$ cat src/rtl/wb_rxfifo_pkg.sv
// Shared constants and helpers for the packing Wishbone RX FIFO.
package wb_rxfifo_pkg;

    localparam int WB_DATA_WIDTH  = 32;
    localparam int DROP_CNT_WIDTH = 16;

    // Number of stream samples that make up one bus word.
    function automatic int slots(input int rx_width);
        return WB_DATA_WIDTH / rx_width;
    endfunction

    // Width of the slot index register; never narrower than one bit.
    function automatic int slotIdxWidth(input int nSlots);
        return (nSlots > 1) ? $clog2(nSlots) : 1;
    endfunction

endpackage

$ cat src/rtl/fifo_sync_mem.sv
// Dual-pointer word storage with one write port and a registered read port.
// The read word appears on rdData_o the cycle after rdEn_i.
module fifo_sync_mem #(
    parameter int WIDTH      = 32,
    parameter int ADDR_WIDTH = 3
) (
    input  logic                  clk_i,
    input  logic                  wrEn_i,
    input  logic [ADDR_WIDTH-1:0] wrAddr_i,
    input  logic [WIDTH-1:0]      wrData_i,
    input  logic                  rdEn_i,
    input  logic [ADDR_WIDTH-1:0] rdAddr_i,
    output logic [WIDTH-1:0]      rdData_o
);

    logic [WIDTH-1:0] mem_q [0:(1 << ADDR_WIDTH)-1];
    logic [WIDTH-1:0] rdData_q;

    // Store a completed word at the write pointer.
    always_ff @(posedge clk_i) begin
        if (wrEn_i) begin
            mem_q[wrAddr_i] <= wrData_i;
        end
    end

    // Capture the head word so it lines up with the bus acknowledge.
    always_ff @(posedge clk_i) begin
        if (rdEn_i) begin
            rdData_q <= mem_q[rdAddr_i];
        end
    end

    assign rdData_o = rdData_q;

endmodule

$ cat src/rtl/wb_rxfifo_pack.sv
// Packs a narrow valid/ready sample stream LSB-first into 32-bit words and
// buffers them for a pipelined Wishbone reader. A bus write flushes.
// Optional feature macro: WB_RXFIFO_PACK_STATS_EN adds o_drop_count.
module wb_rxfifo_pack
    import wb_rxfifo_pkg::*;
#(
    parameter int RX_WIDTH        = 8,
    parameter int FIFO_ADDR_WIDTH = 3,
    parameter int DROP_ON_FULL    = 0,
    parameter int LEVEL_THRESH    = 4
) (
    input  logic                       i_clk,
    input  logic                       i_rst_n,
    input  logic                       i_wb_cyc,
    input  logic                       i_wb_stb,
    input  logic                       i_wb_we,
    output logic                       o_wb_stall,
    output logic                       o_wb_ack,
    output logic [WB_DATA_WIDTH-1:0]   o_wb_data,
    input  logic                       i_rx_valid,
    output logic                       o_rx_ready,
    input  logic [RX_WIDTH-1:0]        i_rx_data,
    output logic [FIFO_ADDR_WIDTH:0]   o_fifo_count,
    output logic                       o_fifo_empty,
    output logic                       o_fifo_full,
    output logic                       o_fifo_half_full,
    output logic                       o_fifo_level,
    output logic                       o_fifo_overflow,
    output logic                       o_fifo_underflow
`ifdef WB_RXFIFO_PACK_STATS_EN
    ,
    output logic [DROP_CNT_WIDTH-1:0]  o_drop_count
`endif
);

    localparam int SLOTS  = slots(RX_WIDTH);
    localparam int SLOT_W = slotIdxWidth(SLOTS);
    localparam int DEPTH  = 1 << FIFO_ADDR_WIDTH;
    localparam int CNT_W  = FIFO_ADDR_WIDTH + 1;
    localparam logic [CNT_W-1:0]  DEPTH_CNT = CNT_W'(DEPTH);
    localparam logic [SLOT_W-1:0] LAST_SLOT = SLOT_W'(SLOTS - 1);

    logic [SLOT_W-1:0]          slotIdx_q, slotIdx_d;
    logic [WB_DATA_WIDTH-1:0]   pack_q, pack_d;
    logic [FIFO_ADDR_WIDTH-1:0] wrPtr_q, wrPtr_d, rdPtr_q, rdPtr_d;
    logic [CNT_W-1:0]           count_q, count_d;
    logic                       overflow_q, overflow_d;
    logic                       underflow_q, underflow_d;
    logic                       empty_q, full_q, half_q, level_q;
    logic                       ack_q, ackPop_q;

    logic                       rxReady, rxFire, lastSlot;
    logic                       wbReq, wbRead, wbFlush;
    logic                       pushEn, popEn, dropWord;
    logic [31:0]                laneShift;
    logic [WB_DATA_WIDTH-1:0]   laneMask, laneData;
    logic [WB_DATA_WIDTH-1:0]   ramRdData;

    // Decode stream and bus handshakes into push/pop/drop events.
    always_comb begin
        lastSlot = (slotIdx_q == LAST_SLOT);
        rxReady  = 1'b1;
        if (DROP_ON_FULL == 0) begin
            rxReady = !(full_q && lastSlot);
        end
        rxFire   = i_rx_valid && rxReady;
        wbReq    = i_wb_cyc && i_wb_stb;
        wbFlush  = wbReq && i_wb_we;
        wbRead   = wbReq && !i_wb_we;
        pushEn   = rxFire && lastSlot && !wbFlush && (count_q != DEPTH_CNT);
        dropWord = (DROP_ON_FULL != 0) && rxFire && lastSlot && !wbFlush
                   && (count_q == DEPTH_CNT);
        popEn    = wbRead && (count_q != '0);
    end

    // Next-state for packer, pointers, occupancy and sticky flags.
    always_comb begin
        laneShift   = 32'(slotIdx_q) * 32'(RX_WIDTH);
        laneMask    = WB_DATA_WIDTH'({RX_WIDTH{1'b1}}) << laneShift;
        laneData    = WB_DATA_WIDTH'(i_rx_data) << laneShift;
        pack_d      = pack_q;
        slotIdx_d   = slotIdx_q;
        wrPtr_d     = wrPtr_q;
        rdPtr_d     = rdPtr_q;
        count_d     = count_q;
        overflow_d  = overflow_q;
        underflow_d = underflow_q;
        if (wbFlush) begin
            pack_d      = '0;
            slotIdx_d   = '0;
            wrPtr_d     = '0;
            rdPtr_d     = '0;
            count_d     = '0;
            overflow_d  = 1'b0;
            underflow_d = 1'b0;
        end else begin
            if (rxFire) begin
                pack_d    = (pack_q & ~laneMask) | laneData;
                slotIdx_d = lastSlot ? '0 : slotIdx_q + SLOT_W'(1);
            end
            if (pushEn) begin
                wrPtr_d = wrPtr_q + FIFO_ADDR_WIDTH'(1);
            end
            if (popEn) begin
                rdPtr_d = rdPtr_q + FIFO_ADDR_WIDTH'(1);
            end
            case ({pushEn, popEn})
                2'b10:   count_d = count_q + CNT_W'(1);
                2'b01:   count_d = count_q - CNT_W'(1);
                default: count_d = count_q;
            endcase
            if (dropWord) begin
                overflow_d = 1'b1;
            end
            if (wbRead && (count_q == '0)) begin
                underflow_d = 1'b1;
            end
        end
    end

    // Register all state; flags are derived from the next count.
    always_ff @(posedge i_clk or negedge i_rst_n) begin
        if (!i_rst_n) begin
            slotIdx_q   <= '0;
            pack_q      <= '0;
            wrPtr_q     <= '0;
            rdPtr_q     <= '0;
            count_q     <= '0;
            overflow_q  <= 1'b0;
            underflow_q <= 1'b0;
            empty_q     <= 1'b1;
            full_q      <= 1'b0;
            half_q      <= 1'b0;
            level_q     <= 1'b0;
            ack_q       <= 1'b0;
            ackPop_q    <= 1'b0;
        end else begin
            slotIdx_q   <= slotIdx_d;
            pack_q      <= pack_d;
            wrPtr_q     <= wrPtr_d;
            rdPtr_q     <= rdPtr_d;
            count_q     <= count_d;
            overflow_q  <= overflow_d;
            underflow_q <= underflow_d;
            empty_q     <= (count_d == '0);
            full_q      <= (count_d == DEPTH_CNT);
            half_q      <= (32'(count_d) >= 32'(DEPTH / 2));
            level_q     <= (32'(count_d) >= 32'(LEVEL_THRESH));
            ack_q       <= wbReq;
            ackPop_q    <= popEn;
        end
    end

    fifo_sync_mem #(
        .WIDTH      (WB_DATA_WIDTH),
        .ADDR_WIDTH (FIFO_ADDR_WIDTH)
    ) uMem (
        .clk_i    (i_clk),
        .wrEn_i   (pushEn),
        .wrAddr_i (wrPtr_q),
        .wrData_i (pack_d),
        .rdEn_i   (popEn),
        .rdAddr_i (rdPtr_q),
        .rdData_o (ramRdData)
    );

`ifdef WB_RXFIFO_PACK_STATS_EN
    logic [DROP_CNT_WIDTH-1:0] dropCount_q, dropCount_d;
    logic                      dropEvent;

    // Saturating count of dropped words or stalled stream cycles.
    always_comb begin
        dropEvent   = 1'b0;
        dropCount_d = dropCount_q;
        if (DROP_ON_FULL != 0) begin
            dropEvent = dropWord;
        end else begin
            dropEvent = i_rx_valid && !rxReady;
        end
        if (wbFlush) begin
            dropCount_d = '0;
        end else if (dropEvent && (dropCount_q != '1)) begin
            dropCount_d = dropCount_q + DROP_CNT_WIDTH'(1);
        end
    end

    // Drop counter register.
    always_ff @(posedge i_clk or negedge i_rst_n) begin
        if (!i_rst_n) begin
            dropCount_q <= '0;
        end else begin
            dropCount_q <= dropCount_d;
        end
    end

    assign o_drop_count = dropCount_q;
`endif

    assign o_wb_stall       = 1'b0;
    assign o_wb_ack         = ack_q;
    assign o_wb_data        = ackPop_q ? ramRdData : '0;
    assign o_rx_ready       = rxReady;
    assign o_fifo_count     = count_q;
    assign o_fifo_empty     = empty_q;
    assign o_fifo_full      = full_q;
    assign o_fifo_half_full = half_q;
    assign o_fifo_level     = level_q;
    assign o_fifo_overflow  = overflow_q;
    assign o_fifo_underflow = underflow_q;

endmodule

$ cat config.mk
export PLATFORM = sky130hd
export DESIGN_NAME = wb_rxfifo_pack
export DESIGN_NICKNAME = d
export VERILOG_FILES = /design/src/rtl/wb_rxfifo_pkg.sv /design/src/rtl/fifo_sync_mem.sv /design/src/rtl/wb_rxfifo_pack.sv
export SDC_FILE = /design/constraint.sdc
export NUM_CORES = 1
export LEC_CHECK = 0
export CORE_ASPECT_RATIO = 1.5
export CORE_UTILIZATION = 60
export DETAILED_ROUTE_END_ITERATION = 16
export PLACE_DENSITY_LB_ADDON = 0.15
export SYNTH_ARGS = -nofsm -noshare
export SYNTH_HDL_FRONTEND = slang
export SYNTH_SLANG_ARGS = --single-unit
$ cat constraint.sdc
create_clock -name i_clk -period 6.2 [get_ports i_clk]
set_input_delay 1.24 -clock i_clk [delete_from_list [all_inputs] [get_ports i_clk]]
set_output_delay 1.24 -clock i_clk [all_outputs]
set_load 0.05 [all_outputs]
---- Word-level counts from Yosys, hierarchy flattened ----
Memory sizes are Yosys's and may differ from the RTL's. A register that Yosys moved wholly into a read port is not among the register bits.
Cells that the tools add are included.
cells by class
  order comparisons ....................... 1
  multiplexer cells ....................... 16
  bitwise operators ....................... 3
  equality and inequality tests ........... 5
  shift operators ......................... 2
  reductions and logical operators ........ 20
  $add $sub $neg .......................... 5
operator list
  kind                    count
  $mux W32                3
  $and A32 B32 Y32        1
  $not A32 Y32            1
  $or A32 B32 Y32         1
  $shl A8 B5 Y32          1
  $shl A8 B5 Y32 const A  1
  $mux W3                 4
  $logic_and A1 B1 Y1     10
  $logic_not A4 Y1        2
  $pmux W4 S2             1
  $reduce_bool A2 Y1      4
  $add A3 B1 Y3 const B   2
  $mux W2                 3
  $add A4 B1 Y4 const B   1
  $eq A2 B2 Y1 const B    2
  $eq A4 B4 Y1 const B    1
  $ge A4 B3 Y1 const B    1
  $mux W1                 4
  $mux W4                 1
  $ne A4 B4 Y1 const B    1
  $reduce_bool A4 Y1      1
  $sub A4 B1 Y4 const B   1
  $logic_not A1 Y1        3
  $add A2 B1 Y2 const B   1
  $eq A2 B1 Y1 const B    1
word-level totals
  output and inout port bits .............. 45
  memories kept ........................... 1
  bits in registers ....................... 50
  input port bits ......................... 14
  memory bits (writable) .................. 256
memory list
  name        depth  bits a word  rd ports  clocked after memory_dff  write ports  RTL line             RTL
  uMem.mem_q  8      32           1         1                         1            fifo_sync_mem.sv:16  logic [WIDTH-1:0] mem_q [0:(1 << ADDR_WIDTH)-1];

---- Longest topological paths before layout ----
  word-level depth ........................ 11
  gate-level depth with buffers ........... 12
  gate-level depth less buffers ........... 12

---- Modules after synthesis ----
From an unflattened synthesis, not the netlist that was laid out.
second synthesis, totals
  cell total of the unflattened synthesis .. 666
  area total of the unflattened synthesis .. 13228.9 µm²
modules (own cells, without submodules)
  module          cells each  times used  seq. area each (µm²)  area each (µm²)
  fifo_sync_mem   415         1           8648.3                10786.6
  wb_rxfifo_pack  251         1           1252.5                2442.3

---- Least setup slack after synthesis ----
Ideal clock, no wire load.
  path type ............................... input port to flip-flop
  start ................................... input i_wb_cyc
  end ..................................... register empty_q, in the netlist o_fifo_empty
  required time ........................... 6.135 ns
  arrival time ............................ 5.466 ns
  cell stages on the path ................. 9
  path slack .............................. 0.669 ns
  path through ............................ nand2_1 nor3_1 ha_1 or4b_4 a31oi_1 a21oi_1 nor2_2 inv_2 nor2_2
RTL lines
  element                                              RTL line               RTL
  from (decl)                                          wb_rxfifo_pack.sv:14   input logic i_wb_cyc,
  $logic_and A1 B1 Y1 (*)                              wb_rxfifo_pack.sv:67   wbReq = i_wb_cyc && i_wb_stb;
  $logic_and A1 B1 Y1 (*)                              wb_rxfifo_pack.sv:69   wbRead = wbReq && !i_wb_we;
  $logic_and A1 B1 Y1 (*)                              wb_rxfifo_pack.sv:73   popEn = wbRead && (count_q != '0);
  net popEn                                            wb_rxfifo_pack.sv:54   logic pushEn, popEn, dropWord;
  $eq A2 B1 Y1 / $eq A2 B2 Y1 (equally long branches)  wb_rxfifo_pack.sv:107  case ({pushEn, popEn})
  $pmux W4 S2 (*)                                      wb_rxfifo_pack.sv:107
  $mux W4 (*)                                          wb_rxfifo_pack.sv:88   if (wbFlush) begin
  net count_d[3]                                       wb_rxfifo_pack.sv:46   logic [CNT_W-1:0] count_q, count_d;
  $logic_not A4 Y1 (*)                                 wb_rxfifo_pack.sv:145  empty_q <= (count_d == '0);
  to (signal assigned)                                 wb_rxfifo_pack.sv:145
  to (decl)                                            wb_rxfifo_pack.sv:49   logic empty_q, full_q, half_q, level_q;
Mark *: on every way through the listed nets, which the timed path passes. The rest lies on a longest branch.
A chain may end at the register's enable or synchronous reset.

---- Worst setup path after layout ----
  start ................................... register ackPop_q
  end ..................................... output o_wb_data[4]
on the way
  cells in the longest elaborated chain, start to end .. 1
ends and longest elaborated chain
  element                 RTL line               RTL
  from (decl)             wb_rxfifo_pack.sv:50   logic ack_q, ackPop_q;
  from (signal assigned)  wb_rxfifo_pack.sv:150  ackPop_q <= popEn;
  $mux W32                wb_rxfifo_pack.sv:201  assign o_wb_data = ackPop_q ? ramRdData : '0;
  to (decl)               wb_rxfifo_pack.sv:19   output logic [WB_DATA_WIDTH-1:0] o_wb_data,
Every way passes these cells.

==> impl_summary.md <==
Setup path
For flop-to-flop paths, the worst setup slack is roughly 2.8 ns. The endpoint identified for the worst register-to-register timing path is uMem.mem_q[6][30]. STA classifies the critical path startpoint as a flip-flop. In this run the worst path has a maximum fanout of 32. STA classifies the critical path endpoint as an output pin.

The start point of the critical path is ackPop_q. At the worst endpoint, the required time is just under 5 ns. The category of the critical setup timing path is reg2out.

The path depth of the worst reg2reg path is 7. The data arrival time of the critical path is around 2.6 ns. The worst register-to-register path begins at slotIdx_q[0].

Global routing
The via count of the first global-routing pass is 6683. The maximum number of pins on one net before global-route repair is between 50 and 60. The global-route wire length before repair is approximately 39000 um. The initial antenna violation count is 0. The total routing usage reported by global routing is 0.240. For this run the aggregate overflow at the end of global routing stands at 0.

Pwr
In this run the static leakage power is between 5 and 6 nW. The share of total power dissipated in sequential elements is 0.480. The share of total power dissipated in the clock network is 0.284. The worst-case IR drop observed on VDD is between 0.3 and 0.4 mV. The power share of the combinational group is 0.236.

The power density over the cells is around 430 nW/um^2. The fraction of power spent switching nets is 0.284. The internal power contribution is 0.00463 W. The total net switching power is approximately 0.0018 W.

Yosys
Of the total synthesized cell area, the portion taken by AND, OR, NAND and NOR gates is 0.0486. The most numerous cell in the Yosys netlist is sky130_fd_sc_hd__edfxtp_1. Of the synthesized area, sequential elements account for 0.761. In this run the cell area of the synthesized design comes to between 10000 and 15000 sq um. The area share of fa/ha/maj cells after synthesis is 0.00866. In the synthesized netlist, the number of instances is between 600 and 700. The compound-cell area share of the yosys netlist is 0.0235. Of the post-synthesis cell area, the part taken by muxes is 0.141. The largest family of logic cells by synthesized area is multiplexers.

The most used flip-flop cell after synthesis is sky130_fd_sc_hd__edfxtp_1. By area the synthesized netlist is led by sky130_fd_sc_hd__edfxtp_1 (67%), sky130_fd_sc_hd__mux4_2 (11%), sky130_fd_sc_hd__dfrtp_1 (9.4%), sky130_fd_sc_hd__mux2_2 (2.8%), sky130_fd_sc_hd__a22oi_1 (1.8%). The share of synthesized area in the top cell type comes to 0.665.

Yosys printed 0 warnings. The commonest cells after synthesis are sky130_fd_sc_hd__edfxtp_1 (288), sky130_fd_sc_hd__mux4_2 (64), sky130_fd_sc_hd__nor2_1 (50). Synthesis inferred approximately 340 register bits. The synthesized design contains roughly 290 enable-type register cells.

After synthesis, the share of flip-flops with an asynchronous set or reset is 0.148. Synthesis instantiated 39 different standard cells from the library. The parity-gate share of the synthesized area counting xor and xnor cells is 0.00404.

The mean instance size in the synthesized netlist is 19.7 sq um. The most area-hungry cell type in the Yosys netlist is sky130_fd_sc_hd__edfxtp_1.

Drt
The remaining design rule violation count is 0. For this block, the routed nets add up to between 20000 and 30000 um of wire. The DRC marker count from the first detailed-route iteration is about 460.

The detailed-route via count is ~6400. For this run, the detailed router's first-pass iteration total came to 5. The detail route stage leaves a number of antenna-violating nets equal to 0. After detailed routing, the average wire length per cell comes to 24.6 um. Dividing the detail-routed via count by the number of cells gives just over 6.

STA
For the final database, setup skew stands at around 0.012 ns. The worst pin sits at a relative slew slack of 0.311. The slew at the pin with the worst max-slew slack is between 1 and 1.5 ns. The max-slew violation count was 0. The total negative slack is 0 ns. The number of hold violations in the final report is 0. Setup repair after global routing left no endpoint under its margin. Based on the critical path, the design can be clocked at up to 259 MHz. In the finished design, the share of the clock period the worst path needs comes to 0.622. The final period demand of the worst path is a little under 4 ns. Setup violations remaining at the end of the flow were counted as 0.

Placed design
The number of buffers inserted by port buffering is 56. In this run, placement finished with an instance count of about 970. Detailed placement ended at an HPWL of approximately 15000 um. The congestion estimate from routability-driven global placement came to approximately 0.78.

Hold path
The worst hold path terminates at o_fifo_underflow. Along the worst hold path, the cell count comes to 2. The min-delay analysis places its worst path in the category reg2reg. The source of the worst hold timing path is o_fifo_underflow.

Floorplanning
The placeable core area is between 20000 and 25000 sq um. The area of the die is ~22000 sq um. The height of the chip is 182 um. In this run the count of I/O pins placed on the die edge is 59.

The die is between 100 and 150 um wide. The initial core utilization is 0.615. The initialized floorplan defines 65 standard-cell rows.

Clock network
The clock-pin slew on the worst setup and hold paths is ~0.06 ns. TritonCTS built the clock tree. The number of sinks on the clock net is between 300 and 400.

The latest clock arrival within the worst-skew pair is ~0.54 ns. The count of instances resized after the clock tree is built is 0. CTS built an H-tree with a depth of 1. The number of setup buffers added after CTS is 0.

Clock tree synthesis selected as its root buffer the cell sky130_fd_sc_hd__clkbuf_16. The CTS buffer count is 29. Buffers inserted to repair hold after CTS numbered 0. The buffer levels on the longest clock path is 3.

Final layout
The fraction of layout instances using a drive strength above 1 is 0.240. The area growth from synthesis to final layout is 14.5%. The number of diodes added for antenna fixing is 0.

At the end of the flow, the number of nets in the layout was approximately 760. The final core utilization is 0.704. The count of non-filler cells in the finished layout is slightly above 1000.

Job
The tool flagged a number of max-cap violations equal to 0.

Run status
The run finished with clean final reports.
## state kept, by name, indices dropped and copies added, names as in the netlist
signal,cells
rdPtr_q,3
wrPtr_q,3
pack_q,32
slotIdx_q,2
uMem.rdData_o,32
ackPop_q,1
o_wb_ack,1
o_fifo_empty,1
o_fifo_level,1
o_fifo_underflow,1
o_fifo_count,4
o_fifo_full,1
uMem.mem_q,256
## power groups by stage
stage                     Sequential (W)  Clock (W)  Combinational (W)
after CTS                        0.00311    0.00187            0.00154
after global routing             0.00313    0.00195            0.00165
final                            0.00311    0.00184            0.00153
after detailed placement         0.00316          0            0.00153
after global placement           0.00315          0            0.00147
after floorplan                  0.00312          0            0.00112
## metal layers
layer | up-vias | share of wire | GRT usage
met5 | - | 0 | 0
met4 | 0 | 0.031 | 0.0795
met3 | 57 | 0.049 | 0.0353
met2 | 230 | 0.52 | 0.402
met1 | 3307 | 0.40 | 0.326
li1 | 2756 | - | -
## cell type report
cell class	count	area, sq um
Sequential cell	338	9910
Fill cell	1312	6250
Multi-Input combinational cell	287	2970
Clock buffer	38	855
Timing Repair Buffer	72	676
Tap cell	268	335
Clock inverter	15	136
Inverter	4	15.0
## per-stage QoR
stage | cell area (sq um) | setup slack [ns] | hold WS (ns) | total power, W
floorplan | 13000 | 0.669 | 0.549 | 0.00423
detailed placement | 13900 | 1.80 | 0.501 | 0.00468
finish | 14900 | 2.34 | 0.513 | 0.00647
CTS | 14900 | 2.18 | 0.520 | 0.00653
global route | 14900 | 2.16 | 0.533 | 0.00673
global placement | 13900 | 1.87 | 0.491 | 0.00462
## worst max-delay path, cell delays in order, from the launching register on
cell	delay (ns)
sky130_fd_sc_hd__dfrtp_1	1.00
sky130_fd_sc_hd__and2_1	0.25
sky130_fd_sc_hd__clkdlybuf4s50_1	0.82
## logic make-up (layout without fill, tap and decap cells)
family | count (synthesis) | in the layout
buffers and inverters | 36 | 129
adder cells (fa/ha/maj) | 9 | 9
flip-flops | 338 | 338
AO/OA/AOI/OAI | 44 | 44
XOR/XNOR | 6 | 6
other | 1 | 2
AND/OR/NAND/NOR | 127 | 127
multiplexers | 99 | 99
## cells in the final DEF, fill, tap and decap left out, types with 8 or more instances in the layout
master / Yosys / routed
sky130_fd_sc_hd__clkdlybuf4s50_1: 0 / 55
sky130_fd_sc_hd__nand2_1: 14 / 14
sky130_fd_sc_hd__nor2_1: 50 / 44
sky130_fd_sc_hd__and2_1: 33 / 33
sky130_fd_sc_hd__nor2_2: 2 / 8
sky130_fd_sc_hd__edfxtp_1: 288 / 288
sky130_fd_sc_hd__dfrtp_1: 49 / 47
sky130_fd_sc_hd__a22oi_1: 32 / 32
sky130_fd_sc_hd__clkinv_2: 0 / 8
sky130_fd_sc_hd__mux4_2: 64 / 64
sky130_fd_sc_hd__nor3_1: 11 / 8
sky130_fd_sc_hd__buf_4: 3 / 16
sky130_fd_sc_hd__ha_1: 9 / 9
sky130_fd_sc_hd__clkbuf_16: 0 / 33
sky130_fd_sc_hd__mux2_2: 32 / 32
## worst max path at each step
stage	depth (start not counted)	end	slack, ns
2_1_floorplan	9	o_fifo_empty	0.67
3_3_place_gp	7	uMem.mem_q[6][17]	1.87
3_5_place_dp	7	uMem.mem_q[6][17]	1.80
4_1_cts	2	o_wb_data[30]	2.18
5_1_grt	2	o_wb_data[30]	2.16
6_report	2	o_wb_data[4]	2.34
Note: power is estimated with default switching activity, not from simulation.
